**src/rtl/ps2_key_sampler.sv**
```systemverilog
// PS/2 set-2 keyboard receiver: frames scan codes, translates make codes to ASCII and toggles sample per key.
// Define PS2_SHIFT_EN to track Shift and emit upper-case letters and shifted digit symbols.
`timescale 1ns/1ps
module ps2_key_sampler #(
    parameter int TIMEOUT_CYCLES = 50000,
    parameter int SYNC_STAGES    = 2
) (
    input  logic       clock,
    input  logic       reset_n,
    input  logic       ps2_clk,
    input  logic       ps2_data,
    output logic [7:0] key_reg,
    output logic       sample,
    output logic       frame_err,
    output logic       busy
);
    localparam int                WDOG_W    = $clog2(TIMEOUT_CYCLES);
    localparam logic [WDOG_W-1:0] WDOG_LAST = WDOG_W'(TIMEOUT_CYCLES - 1);

    typedef enum logic [2:0] {IDLE, DATA, PARITY, STOP, DECODE} stateT;

    logic [SYNC_STAGES-1:0] clkPipe, dataPipe;
    logic                   clkPrev;
    logic                   clkSync, dataBit, fall;
    stateT                  state;
    logic [2:0]             bitCnt;
    logic [7:0]             shiftReg;
    logic                   parityBit;
    logic [WDOG_W-1:0]      wdog;
    logic                   brk, ext;
    logic [8:0]             hit;
`ifdef PS2_SHIFT_EN
    logic                   shift;
    logic                   isShift;
`endif

    // Returns {valid, ascii}; the E0 prefix does not change the mapping.
    function automatic logic [8:0] lookupAscii(input logic [8:0] key);
        logic [7:0] a;
        logic       v;
        a = 8'h00;
        v = 1'b1;
        casez (key)
            9'b?_0001_1100: a = 8'h61;  // a
            9'b?_0011_0010: a = 8'h62;
            9'b?_0010_0001: a = 8'h63;
            9'b?_0010_0011: a = 8'h64;
            9'b?_0010_0100: a = 8'h65;
            9'b?_0010_1011: a = 8'h66;
            9'b?_0011_0100: a = 8'h67;
            9'b?_0011_0011: a = 8'h68;
            9'b?_0100_0011: a = 8'h69;
            9'b?_0011_1011: a = 8'h6A;
            9'b?_0100_0010: a = 8'h6B;
            9'b?_0100_1011: a = 8'h6C;
            9'b?_0011_1010: a = 8'h6D;
            9'b?_0011_0001: a = 8'h6E;
            9'b?_0100_0100: a = 8'h6F;
            9'b?_0100_1101: a = 8'h70;
            9'b?_0001_0101: a = 8'h71;
            9'b?_0010_1101: a = 8'h72;
            9'b?_0001_1011: a = 8'h73;
            9'b?_0010_1100: a = 8'h74;
            9'b?_0011_1100: a = 8'h75;
            9'b?_0010_1010: a = 8'h76;
            9'b?_0001_1101: a = 8'h77;
            9'b?_0010_0010: a = 8'h78;
            9'b?_0011_0101: a = 8'h79;
            9'b?_0001_1010: a = 8'h7A;  // z
            9'b?_0100_0101: a = 8'h30;  // 0
            9'b?_0001_0110: a = 8'h31;
            9'b?_0001_1110: a = 8'h32;
            9'b?_0010_0110: a = 8'h33;
            9'b?_0010_0101: a = 8'h34;
            9'b?_0010_1110: a = 8'h35;
            9'b?_0011_0110: a = 8'h36;
            9'b?_0011_1101: a = 8'h37;
            9'b?_0011_1110: a = 8'h38;
            9'b?_0100_0110: a = 8'h39;  // 9
            9'b?_0010_1001: a = 8'h20;  // space
            9'b?_0101_1010: a = 8'h0D;  // enter
            9'b?_0110_0110: a = 8'h08;  // backspace
            default:        v = 1'b0;
        endcase
        return {v, a};
    endfunction

`ifdef PS2_SHIFT_EN
    function automatic logic [7:0] shiftAscii(input logic [7:0] a);
        logic [7:0] s;
        s = a;
        if (a >= 8'h61 && a <= 8'h7A) begin
            s = a - 8'h20;
        end else begin
            case (a)
                8'h30: s = 8'h29;  // )
                8'h31: s = 8'h21;  // !
                8'h32: s = 8'h40;  // @
                8'h33: s = 8'h23;  // #
                8'h34: s = 8'h24;  // $
                8'h35: s = 8'h25;  // %
                8'h36: s = 8'h5E;  // ^
                8'h37: s = 8'h26;  // &
                8'h38: s = 8'h2A;  // *
                8'h39: s = 8'h28;  // (
                default: ;
            endcase
        end
        return s;
    endfunction

    assign isShift = (shiftReg == 8'h12) || (shiftReg == 8'h59);
`endif

    assign clkSync = clkPipe[SYNC_STAGES-1];
    assign dataBit = dataPipe[SYNC_STAGES-1];
    assign fall    = clkPrev & ~clkSync;
    assign hit     = lookupAscii({ext, shiftReg});

    // NOTE: every register here uses <= so all of them update from the same pre-edge values.
    always_ff @(posedge clock) begin
        if (!reset_n) begin
            clkPipe   <= '1;
            dataPipe  <= '1;
            clkPrev   <= 1'b1;
            state     <= IDLE;
            bitCnt    <= '0;
            shiftReg  <= '0;
            parityBit <= 1'b0;
            wdog      <= '0;
            brk       <= 1'b0;
            ext       <= 1'b0;
`ifdef PS2_SHIFT_EN
            shift     <= 1'b0;
`endif
            key_reg   <= 8'h00;
            sample    <= 1'b1;
            frame_err <= 1'b0;
            busy      <= 1'b0;
        end else begin
            clkPipe   <= {clkPipe[SYNC_STAGES-2:0], ps2_clk};
            dataPipe  <= {dataPipe[SYNC_STAGES-2:0], ps2_data};
            clkPrev   <= clkSync;
            frame_err <= 1'b0;

            case (state)
                IDLE: begin
                    wdog <= '0;
                    if (fall && !dataBit) begin
                        state  <= DATA;
                        bitCnt <= '0;
                        busy   <= 1'b1;
                    end
                end
                DECODE: begin
                    state <= IDLE;
                    busy  <= 1'b0;
                    if (shiftReg == 8'hF0) begin
                        brk <= 1'b1;
                    end else if (shiftReg == 8'hE0) begin
                        ext <= 1'b1;
                    end else if (brk) begin
                        brk <= 1'b0;
                        ext <= 1'b0;
`ifdef PS2_SHIFT_EN
                        if (isShift) shift <= 1'b0;
`endif
                    end else begin
                        ext <= 1'b0;
`ifdef PS2_SHIFT_EN
                        if (isShift) begin
                            shift <= 1'b1;
                        end else if (hit[8]) begin
                            key_reg <= shift ? shiftAscii(hit[7:0]) : hit[7:0];
                            sample  <= ~sample;
                        end
`else
                        if (hit[8]) begin
                            key_reg <= hit[7:0];
                            sample  <= ~sample;
                        end
`endif
                    end
                end
                default: begin  // DATA, PARITY, STOP share the watchdog
                    if (fall) begin
                        wdog <= '0;
                        if (state == DATA) begin
                            shiftReg <= {dataBit, shiftReg[7:1]};
                            bitCnt   <= bitCnt + 3'd1;
                            if (bitCnt == 3'd7) state <= PARITY;
                        end else if (state == PARITY) begin
                            parityBit <= dataBit;
                            state     <= STOP;
                        end else if (dataBit && ^{shiftReg, parityBit}) begin
                            state <= DECODE;
                        end else begin
                            frame_err <= 1'b1;
                            state     <= IDLE;
                            busy      <= 1'b0;
                        end
                    end else if (wdog == WDOG_LAST) begin
                        frame_err <= 1'b1;
                        state     <= IDLE;
                        busy      <= 1'b0;
                        wdog      <= '0;
                    end else begin
                        wdog <= wdog + 1'b1;
                    end
                end
            endcase
        end
    end
endmodule
```
**config.mk**
```make
export PLATFORM = sky130hd
export DESIGN_NAME = ps2_key_sampler
export DESIGN_NICKNAME = d
export VERILOG_FILES = /design/src/rtl/ps2_key_sampler.sv
export SDC_FILE = /design/constraint.sdc
export NUM_CORES = 1
export LEC_CHECK = 0
export CAP_MARGIN = 20
export CORE_MARGIN = 5
export CORE_UTILIZATION = 40
export DETAILED_ROUTE_END_ITERATION = 16
export PLACE_DENSITY = 0.66
export SETUP_SLACK_MARGIN = 0.02
export SLEW_MARGIN = 10
export SYNTH_ARGS = -nofsm -noshare
export SYNTH_HDL_FRONTEND = slang
export SYNTH_SLANG_ARGS = --single-unit
```
**constraint.sdc**
```tcl
create_clock -name clock -period 2.95 [get_ports clock]
set_input_delay 0.7375 -clock clock [delete_from_list [all_inputs] [get_ports clock]]
set_output_delay 0.7375 -clock clock [all_outputs]
set_load 0.005 [all_outputs]
```
Word-level counts from Yosys, hierarchy flattened
Index checks and enable logic that the tools add are counted.
Word-level totals
  memory bits (writable): 0
  memories kept: 0
  word-level logic and storage cells: 126
  output and inout port bits: 11
  bits in registers: 48
  bits in latches: 0
  memory bits (read-only): 0
  input port bits: 4
Operators by class
  add/subtract/negate cells: 2
  equality and inequality tests: 52
  reductions and logical operators: 18
  div/mod/pow operators: 0
  bitwise logic cells: 10
  multipliers: 0
  shift-type cells: 0
  magnitude comparators: 0
  mux-type cells: 31
Operator list (number)
  7-bit case mux with 39 select lines: 1
  8-bit by 6-bit equality test with 1-bit output, second input constant: 23
  8-bit by 7-bit equality test with 1-bit output, second input constant: 9
  8-bit by 5-bit equality test with 1-bit output, second input constant: 7
  39-bit OR reduction: 1
  16-bit two-way mux: 2
  16-bit case mux with 2 select lines: 1
  3-bit two-way mux: 10
  16-bit by 1-bit adder with 16-bit output, second input constant: 1
  16-bit equality test, second input constant: 1
  8-bit equality test, second input constant: 2
  1-bit two-way mux: 14
  4-bit by 2-bit inequality test with 1-bit output, second input constant: 3
  3-bit case mux with 2 select lines: 2
  5-bit AND reduction: 2
  1-bit inverter: 9
  9-bit XOR reduction: 1
  4-bit AND reduction: 2
  3-bit equality test, second input constant: 2
  3-bit AND reduction: 2
  5-bit by 2-bit inequality test with 1-bit output, second input constant: 1
  2-bit inequality test, second input constant: 2
  2-bit nonzero test: 2
  4-bit nonzero test: 1
  11 further kinds: 12

Longest topological paths before layout
Gate-level depths: netlist of run 1.
  depth in word-level cells: 7
  mapped depth: 9
  depth with buffers taken out: 7

Worst setup path after synthesis of run 1
OpenSTA, ideal clock, no wires.
  path kind: flip-flop to flip-flop
  from: reg shiftReg[7]
  to: reg sample
  data arrival time: 1.932 ns
  slack: 0.894 ns
  stages on the path, launching flop included: 8
  period minus slack after synthesis: 2.056 ns
  required time: 2.827 ns
  path buffers: 1
  library setup time: 0.123 ns
  cell sequence: dfxtp_1 -> buf_6 -> or3_4 -> or3_1 -> o31ai_1 -> a211o_1 -> o31a_1 -> mux2_1
On the way
  cells in the longest elaborated chain, start to end: 4
  elaborated cells on any way between the ends: 46
  classes of those cells: eq/ne (41); mux (1); bitwise (2); reduce/logical (2)
Ends and longest elaborated chain
  from (decl): line 27  | logic [7:0] shiftReg;
  from (signal assigned): line 189  | shiftReg <= {dataBit, shiftReg[7:1]};
  8-bit by 7-bit equality test with 1-bit output, or another cell as far along: line 43  | casez (key)
  39-bit OR reduction (no line)
  1-bit two-way mux: line 43
  5-bit AND reduction (no line) *
  to (signal assigned): line 180  | sample <= ~sample;
  to (decl): line 13  | output logic sample,
Mark *: on every way between the ends. The rest lies on a longest branch, timed or not.
A chain may end at the register's enable or synchronous reset.

Worst setup path in the final report of run 1
  from: reg shiftReg[5]
  to: reg sample
Same word-level chain as after synthesis.

==> results of run 1 <==
==> worst register-to-register path, delay by kind of cell (launching register included) <==
kind / cells / cell delay, ns
simple gates: 3 / 0.94
flops: 1 / 0.86
compound gates: 2 / 0.39
mux: 1 / 0.32
==> cell type report <==
type | instances | area [sq um] | share of cell area, %
inverter | 10 | 37.54 | 1.069
sequential | 47 | 940.9 | 26.79
clock inverter | 3 | 43.79 | 1.247
clock buffer | 5 | 68.82 | 1.959
tap | 102 | 127.6 | 3.634
timing repair buffer | 25 | 220.2 | 6.270
multi-input combinational | 320 | 2073 | 59.03
==> cell usage after synthesis (7+ instances only) <==
master / number / area share, %
inv_1: 8 / 0.93
o21ai_0: 22 / 3.4
and3_1: 7 / 1.4
dfxtp_1: 47 / 29
nor3_1: 10 / 1.5
buf_2: 9 / 1.4
nor2_1: 37 / 4.3
a21oi_1: 34 / 5.3
nor3b_1: 9 / 2.1
nand2_1: 46 / 5.3
nand2b_1: 13 / 2.5
nand3_1: 12 / 1.9
clkbuf_1: 14 / 1.6
==> cell families after synthesis <==
kind of cell               count (synthesis)
buffers and inverters                     42
and+or+nand+nor                          191
xor gates and xnor gates                   9
muxes                                      6
DFF                                       47
AOI/OAI and AO/OA                        109
other                                      1
adders and majority gates                  4
==> report_power, final <==
group	total, mW	internal (mW)	switching (mW)
Clock	0.474	0.253	0.222
Sequential	0.654	0.641	0.0127
Combinational	0.0922	0.0367	0.0555
Total	1.22	0.930	0.290
==> path summary, 6_finish.rpt <==
path                            startpoint                     end  slack (ns)  cells after the start
setup / recovery  shiftReg[5]$_SDFFE_PN0P_     sample$_SDFFE_PN1P_        0.33                      6
hold reg to reg     dataPipe[0]$_SDFF_PN1_  dataPipe[1]$_SDFF_PN1_        0.42                      1
setup reg to reg  shiftReg[5]$_SDFFE_PN0P_     sample$_SDFFE_PN1P_        0.33                      6
hold / removal      dataPipe[0]$_SDFF_PN1_  dataPipe[1]$_SDFF_PN1_        0.42                      1
==> metal layers <==
layer  GRT usage [%]  vias to the layer above
met1           21.78                     1405
met2           26.22                       97
met3           2.988                       17
met4           7.038                        0
li1                -                     1498
met5               0                        -
==> reports/qor.yml, run 1 <==
num_vias: 3017
cts_resized: 0
cp_slowest_cell: "dfxtp_1"
antenna_found_initial: 0
critPathKind: "reg -> reg"
dpl_cell_area_sq_um: 3400
diodes: 0
critPathRequiredTime_ns: 3.14
timing.final.ws_setup_ns: 0.3327
htreeDepth: 2
irDropWorstVdd_mv: 0.2256
yosys_warnings: 0
end_kind: "register"
met2_length_um: 3662
fp.dieW_um: 99.89
final.min_clock_period_ns: 2.617
syn-mean-instance-area_sq_um: 7.902
final_common_cell: "dfxtp_1"
max_freq_ghz: 0.3821
ant_nets: 0
synth_top_family_by_area: "simple AND/OR/NAND/NOR gates"
drc_errors: 0
path_cells: "or3b_4 > nor3_1 > o21a_1 > nand2b_1 > o31a_1 > mux2_1"
rsz0062_at_grt: "false"
status: "finished clean"
ys_seq_elements: 47
skew_ns: 0.009551
grt_max_degree: 27
fillers: 799
cp_slowest_stage_delay_ns: 0.86
nets: 416
ys_seq_area_share_pct: 29.11
hold_ws_ns: 0.4177
synth_compound_area_share_pct: 23.34
fin_util_pct: 44.98
synth-simple-area-share_pct: 34.46
dp.cells: 504
min_path_type: "reg -> reg"
finalSetupViolCount: 0
p_total_mw: 1.220
routed-wl-met3_um: 390
core_area_sq_um: 7807
die_h_um: 99.89
root_buffer: "clkbuf_8"
drive_gt1_share_pct: 9.512
synth.cell_area_sq_um: 3232
dp_worst_setup_slack_ns: 0.3878
critPathArrivalTime_ns: 2.81
drtPass1Iterations: 6
synth_cells: 409
largest_reg_flops: 16
port_buffers: 13
cts_tree: "built"
synthArstFlopShare_pct: 0
track_usage_pct: 16.46
worst_pin_slew_ns: 0.9244
critPathMaxFanout: 25
synthToLayoutAreaGrowth_pct: 8.672
drv_slew: 0
overflow: 0
grt_pass1_wl_um: 13630
power_density_nw_per_um2: 347.4
drv_cap: 0
dieArea_sq_um: 9977
cts_buffers: 5
tns_ns: 0
p_leak_nw: 1.163
synth_fa_ha_area_share_pct: 1.471
rows: 32
fin_crit_sh_pct: 88.72
wl_um: 7863
hold_viol_final: 0
instances_no_fill: 512
ys_types: 79
cts_buffer_depth: 2
dp_hpwl_um: 5636
muxShareOfSynthArea_pct: 1.897
grt_pass1_vias: 2858
clk_pin_slew_ns: 0.09
clk_latency_ns: 0.30
drt_iter0_markers: 167
wl_met1_um: 3607
pin_count: 15
ys.flop_type: "dfxtp_1"
syn_nets: 416
postCtsSetupBuffers: 0
final_area_sq_um: 3512
cts_sinks: 47
layout_common_cells: "47 x dfxtp_1, 46 x nand2_1, 37 x nor2_1"
cp-start-kind: "register"
gp_congestion: 0.9631
vias_per_cell: 5.893
synth_xor_area_share_pct: 2.865
start_util_pct: 41.39
wl_per_cell_um: 15.36
critPathBufInv: 0
cts_hold_buf: 0
dr.max_layer_used: "met4"
synth-edff-count: 0
slew_headroom_pct: 38.29
cpLargestDelayFamily: "simple AND/OR/NAND/NOR gates"
(Power assumes the default switching activity.)
==> run 2: changes to the inputs <==
--- a/config.mk
+++ b/config.mk
@@ -9,7 +9,9 @@
 export CORE_MARGIN = 5
 export CORE_UTILIZATION = 40
 export DETAILED_ROUTE_END_ITERATION = 16
-export PLACE_DENSITY = 0.66
+export DONT_BUFFER_PORTS = 1
+export HOLD_SLACK_MARGIN = 0.15
+export PLACE_DENSITY = 0.63
 export SETUP_SLACK_MARGIN = 0.02
 export SLEW_MARGIN = 10
 export SYNTH_ARGS = -nofsm -noshare
==> run 2 against run 1 <==
Setup slack worse by 0.036 ns. Maximum frequency down 1.4%. Critical path depth unchanged. Highest routed layer unchanged. Clock power down 13%. Non-clock buffer count down 10. First-iteration DRC count up 54%. Largest cell class unchanged. Largest power group unchanged. Flip-flop and latch count unchanged. Final cell count down 2.0%.
==> reports/qor.yml, run 2 (same netlist as run 1, synthesis figures left out) <==
critPathArrivalTime_ns: 2.84
drive_gt1_share_pct: 10.75
port_buffers: 0
grt_pass1_wl_um: 13480
root_buffer: "clkbuf_8"
nets: 406
final.min_clock_period_ns: 2.653
power_density_nw_per_um2: 338.7
fp.dieW_um: 99.89
clk_latency_ns: 0.30
cts_tree: "built"
max_freq_ghz: 0.3769
status: "finished clean"
fin_crit_sh_pct: 89.94
critPathKind: "reg -> reg"
start_util_pct: 41.39
vias_per_cell: 5.932
r2r_setup_slack_ns: 0.30
drc_errors: 0
hold_viol_final: 0
critPathMaxFanout: 19
cts_buffers: 5
min_from: "dataPipe[0]$_SDFF_PN1_"
drv_slew: 0
hold_end: "dataPipe[1]$_SDFF_PN1_"
core_area_sq_um: 7807
cts_resized: 0
postCtsSetupBuffers: 0
ff2ff_path_depth: 6
dieArea_sq_um: 9977
irDropWorstVdd_mv: 0.3276
largest_reg_flops: 16
grt_max_degree: 26
track_usage_pct: 16.23
htreeDepth: 2
overflow: 0
synthToLayoutAreaGrowth_pct: 4.839
diodes: 0
gp_congestion: 0.9564
cp-start-kind: "register"
clk_pin_slew_ns: 0.10
finalSetupViolCount: 0
skew_ns: 0.008987
cts_buffer_depth: 2
rsz0062_at_grt: "false"
grt_pass1_vias: 2756
cts_hold_buf: 0
drv_cap: 0
min_path_type: "reg -> reg"
wl_per_cell_um: 15.90
layout_common_cells: "46 x nand2_1, 46 x dfxtp_1, 37 x nor2_1"
regToRegStartpoint: "shiftReg[4]$_SDFFE_PN0P_"
end_kind: "register"
ant_nets: 0
wl_um: 7984
num_vias: 2978
pin_count: 15
tns_ns: 0
die_h_um: 99.89
dp_hpwl_um: 5725
p_leak_nw: 1.126
slew_headroom_pct: 49.21
drtPass1Iterations: 5
rows: 32
dp_worst_setup_slack_ns: 0.2648
timing.final.ws_setup_ns: 0.2967
antenna_found_initial: 0
worst_pin_slew_ns: 0.7609
cts_sinks: 47
reg2reg_to: "sample$_SDFFE_PN1P_"
critPathRequiredTime_ns: 3.13
hold_depth: 1
drt_iter0_markers: 258
==> run 2: cell types whose count changed in the layout (fill, tap and decap cells not counted), sizes merged <==
cell	previous run	this run
bufinv	1	0
inv	9	12
buf	12	15
clkinv	3	1
clkdlybuf4s50	13	0
==> run 2: final cells by class <==
class | count | area [sq um]
clock inverter | 3 | 26.28
inverter | 10 | 37.54
fill | 790 | 4419
tap | 102 | 127.6
multi-input combinational | 320 | 2073
sequential | 47 | 942.2
clock buffer | 5 | 68.82
timing repair buffer | 15 | 112.6
==> run 2: worst max path at each step <==
| stage | startpoint | endpoint | slack (ns) | cells past startpoint |
|---|---|---|---|---|
| 2_1_floorplan | shiftReg[7]$_SDFFE_PN0P_ | sample$_SDFFE_PN1P_ | 0.89 | 7 |
| 3_3_place_gp | shiftReg[1]$_SDFFE_PN0P_ | sample$_SDFFE_PN1P_ | 0.34 | 6 |
| 3_5_place_dp | shiftReg[5]$_SDFFE_PN0P_ | sample$_SDFFE_PN1P_ | 0.26 | 6 |
| 4_1_cts | shiftReg[5]$_SDFFE_PN0P_ | sample$_SDFFE_PN1P_ | 0.23 | 6 |
| 5_1_grt | shiftReg[4]$_SDFFE_PN0P_ | sample$_SDFFE_PN1P_ | 0.12 | 6 |
| 6_report | shiftReg[4]$_SDFFE_PN0P_ | sample$_SDFFE_PN1P_ | 0.30 | 6 |
==> run 2: layer usage <==
metal / part of all wire [%] / track usage (%) / vias up / routed length [um]
li1: - / - / 1480 / -
met1: 46 / 22.41 / 1394 / 3668
met2: 47 / 25.81 / 89 / 3778
met3: 5.1 / 2.293 / 15 / 406
met4: 1.6 / 5.672 / 0 / 131
met5: 0 / 0 / - / 0
==> run 2: power by group <==
group / switching (mW) / internal [mW]
registers: 0.0123 / 0.641
logic: 0.0511 / 0.0315
clock network: 0.235 / 0.176
total: 0.299 / 0.849
==> run 2: stage by stage <==
stage	cells	hold slack, ns	utilization [%]	cell area [sq um]	total power [mW]
final	502	0.4170	43.40	3388	1.148
after global routing	502	0.4326	43.40	3388	1.204
after CTS	502	0.4219	43.38	3387	1.164
after detailed placement	494	0.3962	42.16	3292	0.7503
after global placement	494	0.3890	42.16	3292	0.7493
after floorplan	409	0.3863	-	3232	0.7350
==> run 2: critical path, cell delays in order (launching register included) <==
cell      delay [ns]
dfxtp_1         0.82
nor4b_1         0.61
a21oi_1         0.08
o31a_1          0.29
nand2b_1        0.18
o31a_1          0.21
mux2_1          0.34
==> run 3: changes to the inputs <==
--- a/config.mk
+++ b/config.mk
@@ -5,13 +5,14 @@
 export SDC_FILE = /design/constraint.sdc
 export NUM_CORES = 1
 export LEC_CHECK = 0
-export CAP_MARGIN = 20
+export CELL_PAD_IN_SITES_DETAIL_PLACEMENT = 0
+export CELL_PAD_IN_SITES_GLOBAL_PLACEMENT = 1
 export CORE_MARGIN = 5
 export CORE_UTILIZATION = 40
 export DETAILED_ROUTE_END_ITERATION = 16
 export DONT_BUFFER_PORTS = 1
 export HOLD_SLACK_MARGIN = 0.15
-export PLACE_DENSITY = 0.63
+export PLACE_DENSITY = 0.77
 export SETUP_SLACK_MARGIN = 0.02
 export SLEW_MARGIN = 10
 export SYNTH_ARGS = -nofsm -noshare
==> run 3 against run 2 <==
Wire length up 0.70%. Setup slack better by 0.035 ns. Maximum frequency up 1.3%. Clock skew up 0.0052 ns. Largest power group unchanged. Via count down 0.30%. Combinational power up 1%. Critical path depth unchanged. Total power down 0.69%. Highest routed layer unchanged.
==> reports/qor.yml, run 3 (same netlist as run 1, synthesis figures left out) <==
wl_met1_um: 3809
grt_pass1_vias: 2726
final.min_clock_period_ns: 2.618
antenna_found_initial: 0
ant_nets: 0
fp.dieW_um: 99.89
fillers: 786
synthToLayoutAreaGrowth_pct: 4.297
cts_tree: "built"
slew_headroom_pct: 37.33
min_from: "dataPipe[0]$_SDFF_PN1_"
instances_no_fill: 499
clk_pin_slew_ns: 0.10
drtPass1Iterations: 4
rows: 32
critPathMaxFanout: 26
ff2ff_path_depth: 6
cp-start-kind: "register"
diodes: 0
cts_buffers: 5
tns_ns: 0
grt_pass1_wl_um: 13560
fin_crit_sh_pct: 88.75
max_freq_ghz: 0.3820
regToRegStartpoint: "shiftReg[3]$_SDFFE_PN0P_"
hold_viol_final: 0
num_vias: 2969
drv_slew: 0
dp_hpwl_um: 5760
finalSetupViolCount: 0
critPathRequiredTime_ns: 3.15
hold_ws_ns: 0.4197
fin_util_pct: 43.17
reg2reg_to: "key_reg[6]$_SDFFE_PN0P_"
port_buffers: 0
vias_per_cell: 5.950
wl_um: 8040
track_usage_pct: 16.56
layout_common_cells: "47 x dfxtp_1, 46 x nand2_1, 37 x nor2_1"
cts_hold_buf: 0
htreeDepth: 2
root_buffer: "clkbuf_8"
rsz0062_at_grt: "false"
cts_sinks: 47
dr.max_layer_used: "met4"
die_h_um: 99.89
critPathArrivalTime_ns: 2.82
hold_end: "dataPipe[1]$_SDFF_PN1_"
hold_depth: 1
end_kind: "register"
routed-wl-met3_um: 288
cts_resized: 0
r2r_setup_slack_ns: 0.33
nets: 403
drt_iter0_markers: 186
dp.cells: 491
grt_max_degree: 27
core_area_sq_um: 7807
cts_buffer_depth: 2
dieArea_sq_um: 9977
overflow: 0
p_leak_nw: 1.106
power_density_nw_per_um2: 338.1
status: "finished clean"
postCtsSetupBuffers: 0
worst_pin_slew_ns: 0.9388
drive_gt1_share_pct: 9.572
pin_count: 15
irDropWorstVdd_mv: 0.2230
final_common_cell: "dfxtp_1"
clk_latency_ns: 0.31
drv_cap: 0
skew_ns: 0.01415
critPathKind: "reg -> reg"
wl_per_cell_um: 16.11
largest_reg_flops: 16
drc_errors: 0
min_path_type: "reg -> reg"
gp_congestion: 0.9271
start_util_pct: 41.39
met2_length_um: 3823
-- run 3: cell types whose count changed in the layout (fill, tap and decap cells not counted) --
cell	change
inv_6	-2
buf_4	-4
dfxtp_1	+1
dfxtp_2	-1
buf_12	+1
clkbuf_1	+1
clkinvlp_4	+1
-- run 3: power by group --
part	total [mW]	leakage (nW)	switching [mW]	internal [mW]
Clock	0.402	0.0418	0.231	0.171
Combinational	0.0837	0.685	0.0532	0.0305
Sequential	0.654	0.380	0.0126	0.641
Total	1.14	1.11	0.297	0.842
-- run 3: per-stage QoR --
step / setup slack, ns / power, mW / area (sq um)
floorplan: 0.8944 / 0.7350 / 3232
global placement: 0.4397 / 0.7506 / 3282
detailed placement: 0.3776 / 0.7528 / 3282
CTS: 0.3711 / 1.156 / 3371
global route: 0.09910 / 1.203 / 3371
finish: 0.3319 / 1.140 / 3371
-- run 3: critical path: stages (launching register included) --
cell and delay, ns:
dfxtp_1 0.94, nor4bb_1 0.21, o2111ai_2 0.28, nand3_1 0.14
nand4bb_4 0.27, or3_1 0.41, a221oi_1 0.26
-- run 3: cell type report --
| cell class | count | area, sq um | area share (%) |
|---|---|---|---|
| Timing Repair Buffer | 12 | 102.6 | 3.044 |
| Tap cell | 102 | 127.6 | 3.786 |
| Multi-Input combinational cell | 320 | 2073 | 61.51 |
| Clock buffer | 6 | 72.57 | 2.153 |
| Sequential cell | 47 | 940.9 | 27.91 |
| Inverter | 10 | 37.54 | 1.114 |
| Clock inverter | 2 | 16.27 | 0.4826 |
-- run 3: worst max path at each step --
| stage | startpoint | end |
|---|---|---|
| detailed placement | shiftReg[3]$_SDFFE_PN0P_ | key_reg[3]$_SDFFE_PN0P_ |
| floorplan | shiftReg[7]$_SDFFE_PN0P_ | sample$_SDFFE_PN1P_ |
| CTS | shiftReg[3]$_SDFFE_PN0P_ | key_reg[6]$_SDFFE_PN0P_ |
| global route | shiftReg[3]$_SDFFE_PN0P_ | key_reg[3]$_SDFFE_PN0P_ |
| finish | shiftReg[3]$_SDFFE_PN0P_ | key_reg[6]$_SDFFE_PN0P_ |
| global placement | shiftReg[7]$_SDFFE_PN0P_ | key_reg[6]$_SDFFE_PN0P_ |
-- run 3: layer usage --
| layer | vias up | global-route usage [%] |
|---|---|---|
| li1 | 1467 | - |
| met4 | 0 | 4.937 |
| met5 | - | 0 |
| met1 | 1422 | 22.27 |
| met3 | 9 | 2.780 |
| met2 | 71 | 27.14 |
==> edit 1 (config.mk and constraints of run 3) <==
Change the parameter `TIMEOUT_CYCLES` from 50000 to 12500.
--- a/src/rtl/ps2_key_sampler.sv
+++ b/src/rtl/ps2_key_sampler.sv
@@ -2,7 +2,7 @@
 // Define PS2_SHIFT_EN to track Shift and emit upper-case letters and shifted digit symbols.
 `timescale 1ns/1ps
 module ps2_key_sampler #(
-    parameter int TIMEOUT_CYCLES = 50000,
+    parameter int TIMEOUT_CYCLES = 12500,
     parameter int SYNC_STAGES    = 2
 ) (
     input  logic       clock,
Function: no difference found for any inputs over 10 cycles, from zero or initial values and one cycle with reset_n low; that may be too few to reach the edited logic, so the function may still have changed.
==> edit 1 against run 3 <==
  * Worst hold slack improved by 0.0016 ns
  * Design area decreased by 1.4%
  * Setup slack got worse by 0.11 ns
  * Wire length decreased by 1.3%
  * Sequential cell count decreased by 2
  * Synthesized area decreased by 5.6%
  * Sequential share of layout area decreased by 0.76 points
  * Total power increased by 12%
  * Critical path type unchanged
==> edit 1: results (changes against run 3) <==
stage,metric,value,unit,change
cells_and_area,Filler cells,747,,was 786
clocking,CTS Buf Count,5,,unchanged
timing,final hold slack,0.421,ns,was 0.420 ns
worst_hold_path,hold_sp,clkPipe[0]$_SDFF_PN1_,,was dataPipe[0]$_SDFF_PN1_
place,pre-CTS setup slack,0.294,ns,was 0.378 ns
global_route,GRT Total Usage,17.1,%,was 16.6%
power_and_ir_drop,pwr dens,384,nW/um^2,was 338 nW/um^2
timing,Worst Skew,0.00595,ns,was 0.0141 ns
global_route,largest net degree at the start of global routing,38,,was 27
timing,min Tclk post-route,2.73,ns,was 2.62 ns
synthesis,synth cell count leaders,"dfxtp_1, nand2_1, nor2_1",,unchanged
detailed_routing,DR iter-0 viols,371,,was 186
place,Post-DP Area,3180,sq um,was 3280 sq um
detailed_routing,Vias per Instance,6.00,,was 5.95
power_and_ir_drop,Worst VDD drop,254,uV,was 223 uV
cells_and_area,layout cells sized above 1,11.2,%,was 9.57%
status,status,finished clean,,unchanged
timing,Slew HR,50.7,%,was 37.3%
critical_path,Worst Setup SP,shiftReg[5]$_SDFFE_PN0P_,,was shiftReg[3]$_SDFFE_PN0P_
critical_path,worst-path maximum fanout,18,,was 26
synthesis,Synth cell types,68,,was 79
cells_and_area,max reg flops,14,,was 16
global_route,vias in the first global route,2792,,was 2726
critical_path,capture point of the critical path,sample$_SDFFE_PN1P_,,was key_reg[6]$_SDFFE_PN0P_
place,dpl cells,483,,was 491
synthesis,register area share after synthesis,29.5,%,was 29.1%
critical_path,Crit path arrival time,2.93,ns,was 2.82 ns
critical_path,Reg2Reg Capture Point,sample$_SDFFE_PN1P_,,was key_reg[6]$_SDFFE_PN0P_
detailed_routing,final WL,7.94,mm,was 8.04 mm
synthesis,main area contributors after synthesis,"dfxtp_1, a21oi_1, nand2_1",,"was dfxtp_1, nand2_1, a21oi_1"
detailed_routing,Pre-Repair DR Iteration Count,5,,was 4
synthesis,synthesized area per cell,7.67,sq um,was 7.90 sq um
[edit 1: worst max-delay path, stage by stage, from the launching register on]
cell      delay (ns)
dfxtp_1         0.74
nor4b_4         0.35
nand2_1         0.10
o311ai_0        0.63
nor4_2          0.17
a41oi_1         0.27
mux2_2          0.36
[edit 1: metal layers]
metal / GRT usage (%) / vias to the layer above / share of wire [%]
met3: 4.16 / 21 / 6.5
met1: 23.1 / 1368 / 47
li1: - / 1450 / -
met2: 26.0 / 105 / 44
met5: 0 / - / 0
met4: 6.82 / 0 / 2.5
[edit 1: where the power goes]
group	total (W)	internal, W	switching, W
Combinational	0.0000751	0.0000262	0.0000489
Sequential	0.000623	0.000614	0.00000927
Clock	0.000576	0.000341	0.000235
[edit 1: cells by family (layout without fill, tap and decap cells)]
kind of cell,count (synthesis),in the layout,synth area share (%)
adders and majority gates,3,3,1.23
AOI/OAI and AO/OA,103,103,22.5
and+or+nand+nor,187,187,35.0
DFF,45,45,29.5
other,1,1,0.123
xor gates and xnor gates,9,9,3.03
muxes,6,6,2.01
buffers and inverters,44,38,6.60
[edit 1: area by class of cell]
class | instances | area share, %
multi-input combinational | 309 | 58.7
sequential | 45 | 27.2
timing repair buffer | 19 | 5.05
tap | 99 | 3.73
clock buffer | 5 | 2.07
clock inverter | 3 | 2.07
inverter | 11 | 1.24
[edit 1: timing repair]
action / CTS / global route
resized for setup: 0 / 1
endpoints found under the setup margin: 0 / 6
hold endpoints to repair: 0 / 0
==> edit 2 (settings of run 3) <==
Made on the original files. Register the input `ps2_data` before use, without a reset. The logic sees it one clock later.
--- a/src/rtl/ps2_key_sampler.sv
+++ b/src/rtl/ps2_key_sampler.sv
@@ -18,6 +18,12 @@
     localparam logic [WDOG_W-1:0] WDOG_LAST = WDOG_W'(TIMEOUT_CYCLES - 1);
 
     typedef enum logic [2:0] {IDLE, DATA, PARITY, STOP, DECODE} stateT;
+
+    logic ps2_data_q;
+
+    always_ff @(posedge clock) begin
+        ps2_data_q <= ps2_data;
+    end
 
     logic [SYNC_STAGES-1:0] clkPipe, dataPipe;
     logic                   clkPrev;
@@ -139,7 +145,7 @@
             busy      <= 1'b0;
         end else begin
             clkPipe   <= {clkPipe[SYNC_STAGES-2:0], ps2_clk};
-            dataPipe  <= {dataPipe[SYNC_STAGES-2:0], ps2_data};
+            dataPipe  <= {dataPipe[SYNC_STAGES-2:0], ps2_data_q};
             clkPrev   <= clkSync;
             frame_err <= 1'b0;
 
Check against the original RTL: not equivalent (Yosys sat finds a counterexample within 4 cycles, from zero or initial values and one cycle with reset_n low).
==> edit 2 against run 3 <==
  * Synthesized area down 1.5%
  * First-iteration DRC count down 0.54%
  * Wire length down 1.9%
  * Count of clock-buffer cells in the layout unchanged
  * Setup slack better by 0.074 ns
  * Worst hold slack worse by 0.0056 ns
  * Clock skew down 0.0088 ns
  * Design area down 1.4%
  * Sequential cell count up 1
  * Critical path type unchanged
  * Highest routed layer unchanged
Power is not compared: it rests on default switching activity, and its combinational part moved more than twofold at a synthesized area within 25%.
==> edit 2: results (changes against run 3) <==
stage,metric,value,unit,change
synthesis,synthesized area per cell,7.90,sq um,about the same
clocking,CTS Buffer Depth,2,,unchanged
place,pre-CTS setup slack,0.463,ns,was 0.378 ns
synthesis,synth cell count leaders,"dfxtp_1, nor2_1, nand2_1",,"was dfxtp_1, nand2_1, nor2_1"
synthesis,top_reg_cell synth,dfxtp_1,,unchanged
timing,Slew HR,51.8,%,was 37.3%
critical_path,worst-path maximum fanout,19,,was 26
critical_path,worst reg2reg path depth,6,,unchanged
cells_and_area,final net count,397,,was 403
cells_and_area,Filler cells,786,,unchanged
synthesis,multiplexer area fraction after synthesis,2.36,%,was 1.90%
synthesis,Synth Area in Adders,1.49,%,was 1.47%
clocking,"Reg clk slew, reported paths",0.08,ns,was 0.10 ns
place,Post-DP Area,3250,sq um,was 3280 sq um
status,status,finished clean,,unchanged
timing,Worst Skew,0.00538,ns,was 0.0141 ns
cells_and_area,layout cells sized above 1,10.0,%,was 9.57%
global_route,antenna violations before repair,0,,unchanged
global_route,largest net degree at the start of global routing,32,,was 27
cells_and_area,max reg flops,16,,unchanged
place,dpl hpwl,5.61,mm,was 5.76 mm
place,gpl congestion,0.958,,was 0.927
global_route,first-pass GRT wire length,13.7,mm,was 13.6 mm
detailed_routing,final WL,7.89,mm,was 8.04 mm
clocking,CTS resizes,0,,unchanged
global_route,vias in the first global route,2770,,was 2726
synthesis,Compound-Gate Fraction of Synth Area,23.1,%,was 23.3%
place,dpl cells,485,,was 491
synthesis,register area share after synthesis,30.2,%,was 29.1%
synthesis,Synth cell types,75,,was 79
detailed_routing,Vias per Instance,5.96,,was 5.95
clocking,postcts setup bufs,0,,unchanged
critical_path,Crit path arrival time,2.72,ns,was 2.82 ns
clocking,clock latency at the later pin of the worst-skew pair,0.29,ns,was 0.31 ns
synthesis,main area contributors after synthesis,"dfxtp_1, a21oi_1, nor2_1",,"was dfxtp_1, nand2_1, a21oi_1"
synthesis,Post-Synth XOR/XNOR Area,3.30,%,was 2.86%
detailed_routing,Vias,2933,,was 2969
detailed_routing,DR iter-0 viols,185,,was 186
synthesis,post-synthesis net count,410,,was 416
global_route,GRT Total Usage,16.4,%,was 16.6%
[edit 2: kinds of logic after synthesis]
| group | Yosys count |
|---|---|
| simple gates | 185 |
| compound gates | 105 |
| flops | 48 |
| buf+inv | 41 |
| xor+xnor | 12 |
| mux | 7 |
| fa+ha+maj | 4 |
| other cells | 1 |
[edit 2: final timing paths]
| check | start | to | slack [ns] |
|---|---|---|---|
| worst max-delay path | shiftReg[7]$_SDFFE_PN0P_ | sample$_SDFFE_PN1P_ | 0.41 |
| worst min-delay path | ps2_data_q$_DFF_P_ | dataPipe[0]$_SDFF_PN1_ | 0.41 |
| worst max register to register | shiftReg[7]$_SDFFE_PN0P_ | sample$_SDFFE_PN1P_ | 0.41 |
| worst min register to register | ps2_data_q$_DFF_P_ | dataPipe[0]$_SDFF_PN1_ | 0.41 |
[edit 2: metal layers]
layer	vias up	part of all wire, %	global-route usage (%)
li1	1454	-	-
met1	1377	48	23.5
met2	84	44	24.7
met3	18	5.2	3.16
met4	0	2.2	4.94
met5	-	0	0
[edit 2: critical path, stage by stage (launching register included)]
cell      delay (ns)
dfxtp_1         0.79
or4bb_1         0.32
nor2_1          0.08
a211oi_2        0.38
nand4_2         0.21
o31a_4          0.36
mux2_4          0.30
[edit 2: report_power, final]
| part | total [W] | switching, W | leakage [nW] | internal (W) |
|---|---|---|---|---|
| clock network | 0.000368 | 0.000206 | 0.0410 | 0.000162 |
| logic | 0.000288 | 0.000175 | 0.628 | 0.000114 |
| registers | 0.000718 | 0.0000452 | 0.389 | 0.000673 |
| total | 0.00137 | 0.000426 | 1.06 | 0.000948 |
[edit 2: stage by stage]
stage / hold slack [ns] / total power (W)
floorplan: 0.386 / 0.000957
global placement: 0.389 / 0.00101
detailed placement: 0.396 / 0.00102
CTS: 0.419 / 0.00139
global route: 0.425 / 0.00147
finish: 0.414 / 0.00137
[edit 2: area by class of cell]
class	instances	area [sq um]	area share, %
clock inverters	1	5.00	0.151
clock buffers	6	72.6	2.18
multi-input cells	314	2020	60.7
inverters	5	18.8	0.565
repair buffers	16	120	3.61
flip-flops and latches	48	961	28.9
well taps	102	128	3.84
